==> src/rtl/gmux_pkg.sv <==
// Shared definitions for the glitch-free source multiplexer: FSM encoding,
// legal parameter ranges and the break counter width.
package gmux_pkg;

  typedef enum logic [1:0] {
    ST_RUN   = 2'd0,
    ST_BREAK = 2'd1,
    ST_MAKE  = 2'd2
  } gmux_state_e;

  localparam int NCH_MIN = 2;
  localparam int NCH_MAX = 8;
  localparam int GAP_MIN = 1;
  localparam int GAP_MAX = 15;

  // Wide enough to hold GAP_MAX.
  localparam int CNT_W = 4;

endpackage

==> src/rtl/gmux_sel.sv <==
// Combinational gated source selector: picks one of NCH sources (channel 0
// optionally taken from the pad input) and forces the result low while the
// enable is clear. No register stage on this path.
module gmux_sel
  import gmux_pkg::*;
#(
  parameter int    NCH  = 4,
  parameter string MODE = "IP",
  localparam int   SELW = $clog2(NCH)
) (
  input  logic            ip_i,
  input  logic [NCH-1:0]  ic_i,
  input  logic [SELW-1:0] sel_i,
  input  logic            en_i,
  output logic            iz_o
);

  // Pad the source vector to a power of two so any select value indexes a
  // real bit; unused slots read as 0.
  localparam int NSRC = 1 << SELW;

  logic [NSRC-1:0] src;

  if (NCH > NCH_MAX) begin : g_bad_nch
    $error("gmux_sel: NCH=%0d exceeds %0d", NCH, NCH_MAX);
  end

  // Channel 0 is the pad in "IP" mode, otherwise the internal source.
  assign src[0] = (MODE == "IP") ? ip_i : ic_i[0];

  for (genvar gi = 1; gi < NSRC; gi++) begin : g_src
    if (gi < NCH) begin : g_used
      assign src[gi] = ic_i[gi];
    end else begin : g_pad
      assign src[gi] = 1'b0;
    end
  end

  assign iz_o = en_i & src[sel_i];

endmodule

==> src/rtl/gmux_switch.sv <==
// Break-before-make source switch. A new legal request in RUN opens the
// output for GAP cycles (BREAK), then commits the new channel (MAKE) and
// returns to RUN. Requests arriving mid-switch are ignored; illegal
// requests only pulse ERR.
module gmux_switch
  import gmux_pkg::*;
#(
  parameter int    NCH  = 4,
  parameter int    GAP  = 2,
  parameter string MODE = "IP",
  localparam int   SELW = $clog2(NCH)
) (
  input  logic            QCK,
  input  logic            QRT,
  input  logic            IP,
  input  logic [NCH-1:0]  IC,
  input  logic [SELW-1:0] IS,
  output logic            IZ,
  output logic [SELW-1:0] ACT,
  output logic            BUSY,
  output logic            ERR
);

  if ((NCH < NCH_MIN) || (NCH > NCH_MAX)) begin : g_bad_nch
    $error("gmux_switch: NCH=%0d outside %0d..%0d", NCH, NCH_MIN, NCH_MAX);
  end
  if ((GAP < GAP_MIN) || (GAP > GAP_MAX)) begin : g_bad_gap
    $error("gmux_switch: GAP=%0d outside %0d..%0d", GAP, GAP_MIN, GAP_MAX);
  end
  if ((MODE != "IP") && (MODE != "IC")) begin : g_bad_mode
    $error("gmux_switch: MODE must be \"IP\" or \"IC\"");
  end

  localparam logic [CNT_W-1:0] GAP_CNT = CNT_W'(GAP);
  localparam logic [SELW:0]    NCH_LIM = (SELW + 1)'(NCH);

  gmux_state_e      state_q, state_d;
  logic [SELW-1:0]  act_q, act_d;
  logic [SELW-1:0]  pend_q, pend_d;
  logic [CNT_W-1:0] cnt_q, cnt_d;
  logic             en_q, en_d;
  logic             err_q, err_d;
  logic             is_legal;

  // Select width may exceed the channel count (e.g. NCH=3); flag the gap.
  assign is_legal = ({1'b0, IS} < NCH_LIM);

  // Next-state logic: start a switch in RUN, count the break, commit in MAKE.
  always_comb begin
    state_d = state_q;
    act_d   = act_q;
    pend_d  = pend_q;
    cnt_d   = cnt_q;
    en_d    = en_q;
    err_d   = ~is_legal;
    case (state_q)
      ST_RUN: begin
        if (is_legal && (IS != act_q)) begin
          pend_d  = IS;
          en_d    = 1'b0;
          cnt_d   = GAP_CNT;
          state_d = ST_BREAK;
        end
      end
      ST_BREAK: begin
        cnt_d = cnt_q - CNT_W'(1);
        // Leaving when the count hits zero gives exactly GAP gated cycles.
        if (cnt_q <= CNT_W'(1)) begin
          cnt_d   = '0;
          act_d   = pend_q;
          en_d    = 1'b1;
          state_d = ST_MAKE;
        end
      end
      ST_MAKE: begin
        state_d = ST_RUN;
      end
      default: begin
        state_d = ST_RUN;
        en_d    = 1'b1;
      end
    endcase
  end

  // State registers; reset wins over any pending switch or request.
  always_ff @(posedge QCK) begin
    if (QRT) begin
      state_q <= ST_RUN;
      act_q   <= '0;
      pend_q  <= '0;
      cnt_q   <= '0;
      en_q    <= 1'b1;
      err_q   <= 1'b0;
    end else begin
      state_q <= state_d;
      act_q   <= act_d;
      pend_q  <= pend_d;
      cnt_q   <= cnt_d;
      en_q    <= en_d;
      err_q   <= err_d;
    end
  end

  gmux_sel #(
    .NCH  (NCH),
    .MODE (MODE)
  ) u_sel (
    .ip_i  (IP),
    .ic_i  (IC),
    .sel_i (act_q),
    .en_i  (en_q),
    .iz_o  (IZ)
  );

  assign ACT  = act_q;
  assign BUSY = (state_q != ST_RUN);
  assign ERR  = err_q;

endmodule
==> config.mk <==
export PLATFORM = sky130hd
export DESIGN_NAME = gmux_switch
export DESIGN_NICKNAME = d
export VERILOG_FILES = /design/src/rtl/gmux_pkg.sv /design/src/rtl/gmux_sel.sv /design/src/rtl/gmux_switch.sv
export SDC_FILE = /design/constraint.sdc
export NUM_CORES = 1
export LEC_CHECK = 0
export BUFFER_PORTS_ARGS = -buffer_cell sky130_fd_sc_hd__buf_2
export CAP_MARGIN = 20
export CORE_AREA = 2 2 39 41
export CTS_CLUSTER_SIZE = 30
export DETAILED_ROUTE_END_ITERATION = 7
export DIE_AREA = 0 0 41 43
export GPL_TIMING_DRIVEN = 0
export PLACE_DENSITY = 0.71
export SETUP_SLACK_MARGIN = 0.02
export SLEW_MARGIN = 20
export SYNTH_ARGS = -nofsm -noshare
export SYNTH_HDL_FRONTEND = slang
export SYNTH_HIERARCHICAL = 1
export SYNTH_SLANG_ARGS = --single-unit
==> constraint.sdc <==
create_clock -name QCK -period 2.07 [get_ports QCK]
set_input_delay 0.207 -clock QCK [delete_from_list [all_inputs] [get_ports QCK]]
set_output_delay 0.207 -clock QCK [all_outputs]
set_load 0.05 [all_outputs]
# Yosys cells after proc, flatten, opt, wreduce, memory -nomap -nowiden

Cells that the tools add are included.

Add/sub/neg operators: 1
Reduce and logical (&&, ||, !) cells: 8
Magnitude comparators: 2
Multiplexer cells: 11
Bitwise gates (word level): 2
Equality and inequality tests: 5

Operator list:

| operator                                                    | number |
|---|---|
| two-way mux 4 bit                                           | 2 |
| one-hot mux 4 bit (2 select lines)                          | 1 |
| AND reduction 2 bit                                         | 4 |
| <= comparator 4 x 1 -> 1 bit (second input constant)        | 1 |
| two-way mux 2 bit                                           | 2 |
| != test 2 bit (second input constant)                       | 2 |
| one-hot mux 2 bit (2 select lines)                          | 1 |
| nonzero test 2 bit                                          | 2 |
| subtractor 4 x 1 -> 4 bit (second input constant)           | 1 |
| less-than comparator 2 x 3 -> 1 bit (second input constant) | 1 |
| two-way mux 1 bit                                           | 3 |
| one-hot mux 1 bit (3 select lines)                          | 1 |
| AND reduction 3 bit                                         | 1 |
| binary-select mux 1 bit (select 2 bit)                      | 1 |
| == test 2 x 1 -> 1 bit (second input constant)              | 1 |
| == test 2 bit (second input constant)                       | 1 |
| logical NOT 2 bit                                           | 1 |
| != test 2 bit                                               | 1 |
| AND 1 bit                                                   | 1 |
| inverter 1 bit                                              | 1 |

Word-level logic and storage cells: 34
Register bits: 11
Bits of input ports: 9
Output and inout bits: 5

# Logic depth before layout (Yosys ltp)

Depth in word-level cells: 3
Gate-level depth with buffers: 6
Depth with buffers taken out: 5

# Cells and area by module

Netlist, hierarchy kept.

By module, submodules not included:

| module      | area an instance (µm²) | seq. area each (µm²) | cells an instance | instances |
|---|---|---|---|---|
| gmux_switch | 548.0                  | 220.2                | 61                | 1 |
| gmux_sel    | 28.8                   | 0.0                  | 2                 | 1 |

# Least setup slack after synthesis

No wires, ideal clock.

Path kind: register to register
From: register cnt_q[0]
To: register cnt_q[3]
Library setup time: 0.086 ns
Data required time: 1.984 ns
Stages on the path, launching flop included: 7
Path buffers: 1
Arrival time: 1.700 ns
Slack: 0.285 ns
Clock period less this slack: 1.785 ns
Cells stage by stage: dfxtp_1 inv_1 ha_1 or2_2 clkbuf_1 or4_1 a211oi_1

Word-level cells in the longest chain between the ends: 3
Elaborated cells between the ends (all ways): 4
Those cells by class: 1 x add/sub; 1 x order compare; 2 x mux

Ends and longest elaborated chain:

| what                                                                             | line                                 | RTL |
|---|---|---|
| start, declared                                                                  | gmux_switch.sv:40                    | `logic [CNT_W-1:0] cnt_q, cnt_d;` |
| start signal, assigned                                                           | gmux_switch.sv:98                    | `cnt_q <= cnt_d;` |
| subtractor 4 x 1 -> 4 bit / <= comparator 4 x 1 -> 1 bit (equally long branches) | gmux_switch.sv:66, gmux_switch.sv:68 |  |
| two-way mux 4 bit (*)                                                            | gmux_switch.sv:68                    | `if (cnt_q <= CNT_W'(1)) begin` |
| one-hot mux 4 bit (2 select lines) (*)                                           | gmux_switch.sv:56                    | `case (state_q)` |

Every way passes the cells marked *; elsewhere a longest branch is shown, timed or not.
A chain may end at the register's enable or synchronous reset.

# Final worst setup path

Ends and elaborated chain as after synthesis.

==> results.md <==
- Status: finished, final reports clean
- Starting Density: 0.4168
- Pwr Density: 866.7 mW/mm^2
- Path depth of the worst reg2reg path: 6
- Mux cell area share after synthesis: 0.03905
- CTS resizes: 0
- Placed cell count: 89
- Crit Reg-Reg Endpoint: cnt_q[3]
- Critical-path cell list: inv_1 -> ha_1 -> or2_2 -> clkbuf_1 -> or4_1 -> a211oi_1
- Synth warn: 6
- Netlist cell types: 32
- Clock sinks: 11
- EDFF count, synth: 0
- Residual DRC count: 0
- CP Launch Point: cnt_q[0]
- Post-synthesis cell area: 576.8 um^2
- Simple-Gate Fraction of Synth Area: 0.1692
- Type of the tightest min-delay check: in -> reg
- Synth Area per Inst: 9.156 um^2
- CTS buffer count: 3
- DR pass1 iterations: 3
- Post-synth top area cell: dfxtp_1
- Clock-pin slew on the worst setup and hold paths: 0.07 ns
- Largest net degree at the start of global routing: 10
- I/O Buffers: 10
- Dpl hpwl: 869.3 um
- Main synth FF type: dfxtp_1
- Final wirelength: 1114 um
- Count leader, synth: dfxtp_1
- Synth Area in Compound Gates: 0.2711
- Critical path required time: 2.26 ns
- TritonCTS clock tree: built
- Clock Root Buffer: clkbuf_4
- Skew-Pair Late Insertion Delay: 0.27 ns
- Worst path buffer plus inverter count: 2
- Clk_skew: 0.009858 ns
- Max cap viols: 0
- Die ar.: 0.001763 mm^2
- Final Max Tran Viols: 0
- Worst setup path class: reg -> reg
- Vias in the first global route: 453
- DIE HEIGHT: 43 um
- Worst r2r src: cnt_q[0]
- Antenna violations before repair: 0
- Vias per std cell: 5.538
- Post-synthesis xor/xnor area fraction: 0.03037
- CTS H-tree depth: 1
- Final Non-Filler Cells: 93
- Asr flop ratio synth: 0
- Routability cong.: 0.8039
- DRT iter0 DRCs: 3
- P&R area growth vs syn: 16.92%
- Final ANT Viol Nets: 0
- Layout Nets: 89
- Average wire per standard cell: 11.98 um
- Dpl ws: 0.1805 ns
- Placement Rows: 14
- Share of layout cells above drive strength 1: 0.2208
- Final setup viols: 0
- Crit. End Element: flip-flop
- Pleak: 0.2780 nW
- WHS Path Cells: 2
- Synthesized Nets: 74
- CP max-delay cell: or4_1
- Max Clk Rate: 541.7 MHz
- Setup tns final: 0 ns
- Hold buffers post-CTS: 0
- Shortest period the worst path allows: 1.846 ns
- Setup WS post-layout: 0.2241 ns
- Fillers: 141
- WP data arrival: 2.04 ns
- Synth top area share: 0.3818
- Main combinational cell family by area after synthesis: compound AO/OA/AOI/OAI gates
- Clk buf depth: 2
- Fraction of the mapped netlist area in adder cells: 0.04338
- ANT cells: 0
- Final Cycle Share: 0.8918
- Main area contributors after synthesis: dfxtp_1, ha_1, a211oi_1
- Hold slack: 0.2956 ns
- First-pass GRT wire length: 1883 um
- Worst-path fanout max: 7
- Sequential area share after synthesis: 0.3818
- Critical path's largest stage delay: 0.48 ns
- Crit start category: flip-flop
- GRT Total Usage: 0.1583
- Vias post-DR: 515
- RSZ-0062 raised after global routing: false
- Endpoint, Worst Hold: state_q[1]
- Die width: 41 um
- Synth Register Bits: 11
- CP delay by family, top: simple AND/OR/NAND/NOR gates
- Post-CTS setup buffer count: 0
- Hold Path Origin: QRT
- Total gr overflow: 0
- Hold Vio Cnt, Final: 0
- Peak VDD IR: 0.3674 mV
- Mapped Cells: 63
- Core Box Area: 0.001384 mm^2
- Num ports: 14
- Final Total Pwr: 0.0005845 W
- Most frequent cells after synthesis: dfxtp_1, inv_1, nor2_1, a211oi_1, a21oi_1
- Flop2flop setup slack: 0.22 ns
[cell usage in the layout (no fill, tap or decap), types with 2 or more instances in the layout]
cell type,synthesis,routed
dfxtp_1,11,10
buf_2,0,10
nor2_1,5,5
inv_1,5,5
clkbuf_1,2,3
a211oi_1,3,3
a21oi_1,3,3
clkbuf_4,0,3
xor2_1,2,2
o21ai_1,2,2
nand3_1,2,2
nand4_1,2,2
o41ai_1,2,2
o2111a_1,2,2
a31o_1,2,2
ha_1,2,2
[where the power goes]
group          leakage, nW  total (W)  internal, W  switching, W
Combinational        0.172   0.000184    0.0000646      0.000119
Sequential          0.0907   0.000256     0.000236     0.0000207
Clock               0.0150   0.000145    0.0000745     0.0000700
Total                0.278   0.000585     0.000375      0.000210
[final cells by class]
cell class              instances  area (um^2)  share of cell area
repair buffers                 10        50.05             0.07421
clock buffers                   4        26.28             0.03896
plain buffers                   3        15.01             0.02226
inverters                       5        18.77             0.02783
flip-flops and latches         11        221.5              0.3284
multi-input cells              44        322.8              0.4787
well taps                      16        20.02             0.02968
[worst max path at each step]
stage	slack, ns	cells after the start	end
global placement	0.18	6	cnt_q[3]
detailed placement	0.18	6	cnt_q[3]
global route	0.08	6	cnt_q[3]
floorplan	0.28	6	cnt_q[3]
finish	0.22	6	cnt_q[3]
CTS	0.17	6	cnt_q[3]
[worst register-to-register path, cell delays in order (launching register included)]
cell	delay, ns
dfxtp_2	0.36
inv_1	0.05
ha_1	0.22
or2_2	0.30
clkbuf_1	0.18
or4_1	0.48
a211oi_1	0.19
[stage by stage]
| step | area (um^2) | util |
|---|---|---|
| floorplan | 576.8 | - |
| global placement | 646.9 | 0.4675 |
| detailed placement | 646.9 | 0.4675 |
| CTS | 673.1 | 0.4864 |
| global route | 674.4 | 0.4873 |
| finish | 674.4 | 0.4873 |
[layer usage]
metal	up-vias	global-route usage	routed length, um
li1	269	-	-
met1	233	0.2020	539
met2	13	0.2313	510
met3	0	0.04712	63
met4	0	0.08000	0
met5	-	0	0
[flip-flops by register name, summed over array words and instances (netlist names)]
name     flops
state_q      2
ACT          2
pend_q       2
en_q         1
cnt_q        4
[cells by family (layout without fill, tap and decap cells)]
logic type,count (synthesis),count (layout)
flops,11,11
compound gates,21,21
xor+xnor,2,2
fa+ha+maj,2,2
simple gates,17,17
mux,1,1
buf+inv,8,22
other cells,1,1
No activity file was read; power rests on OpenSTA's default activity.
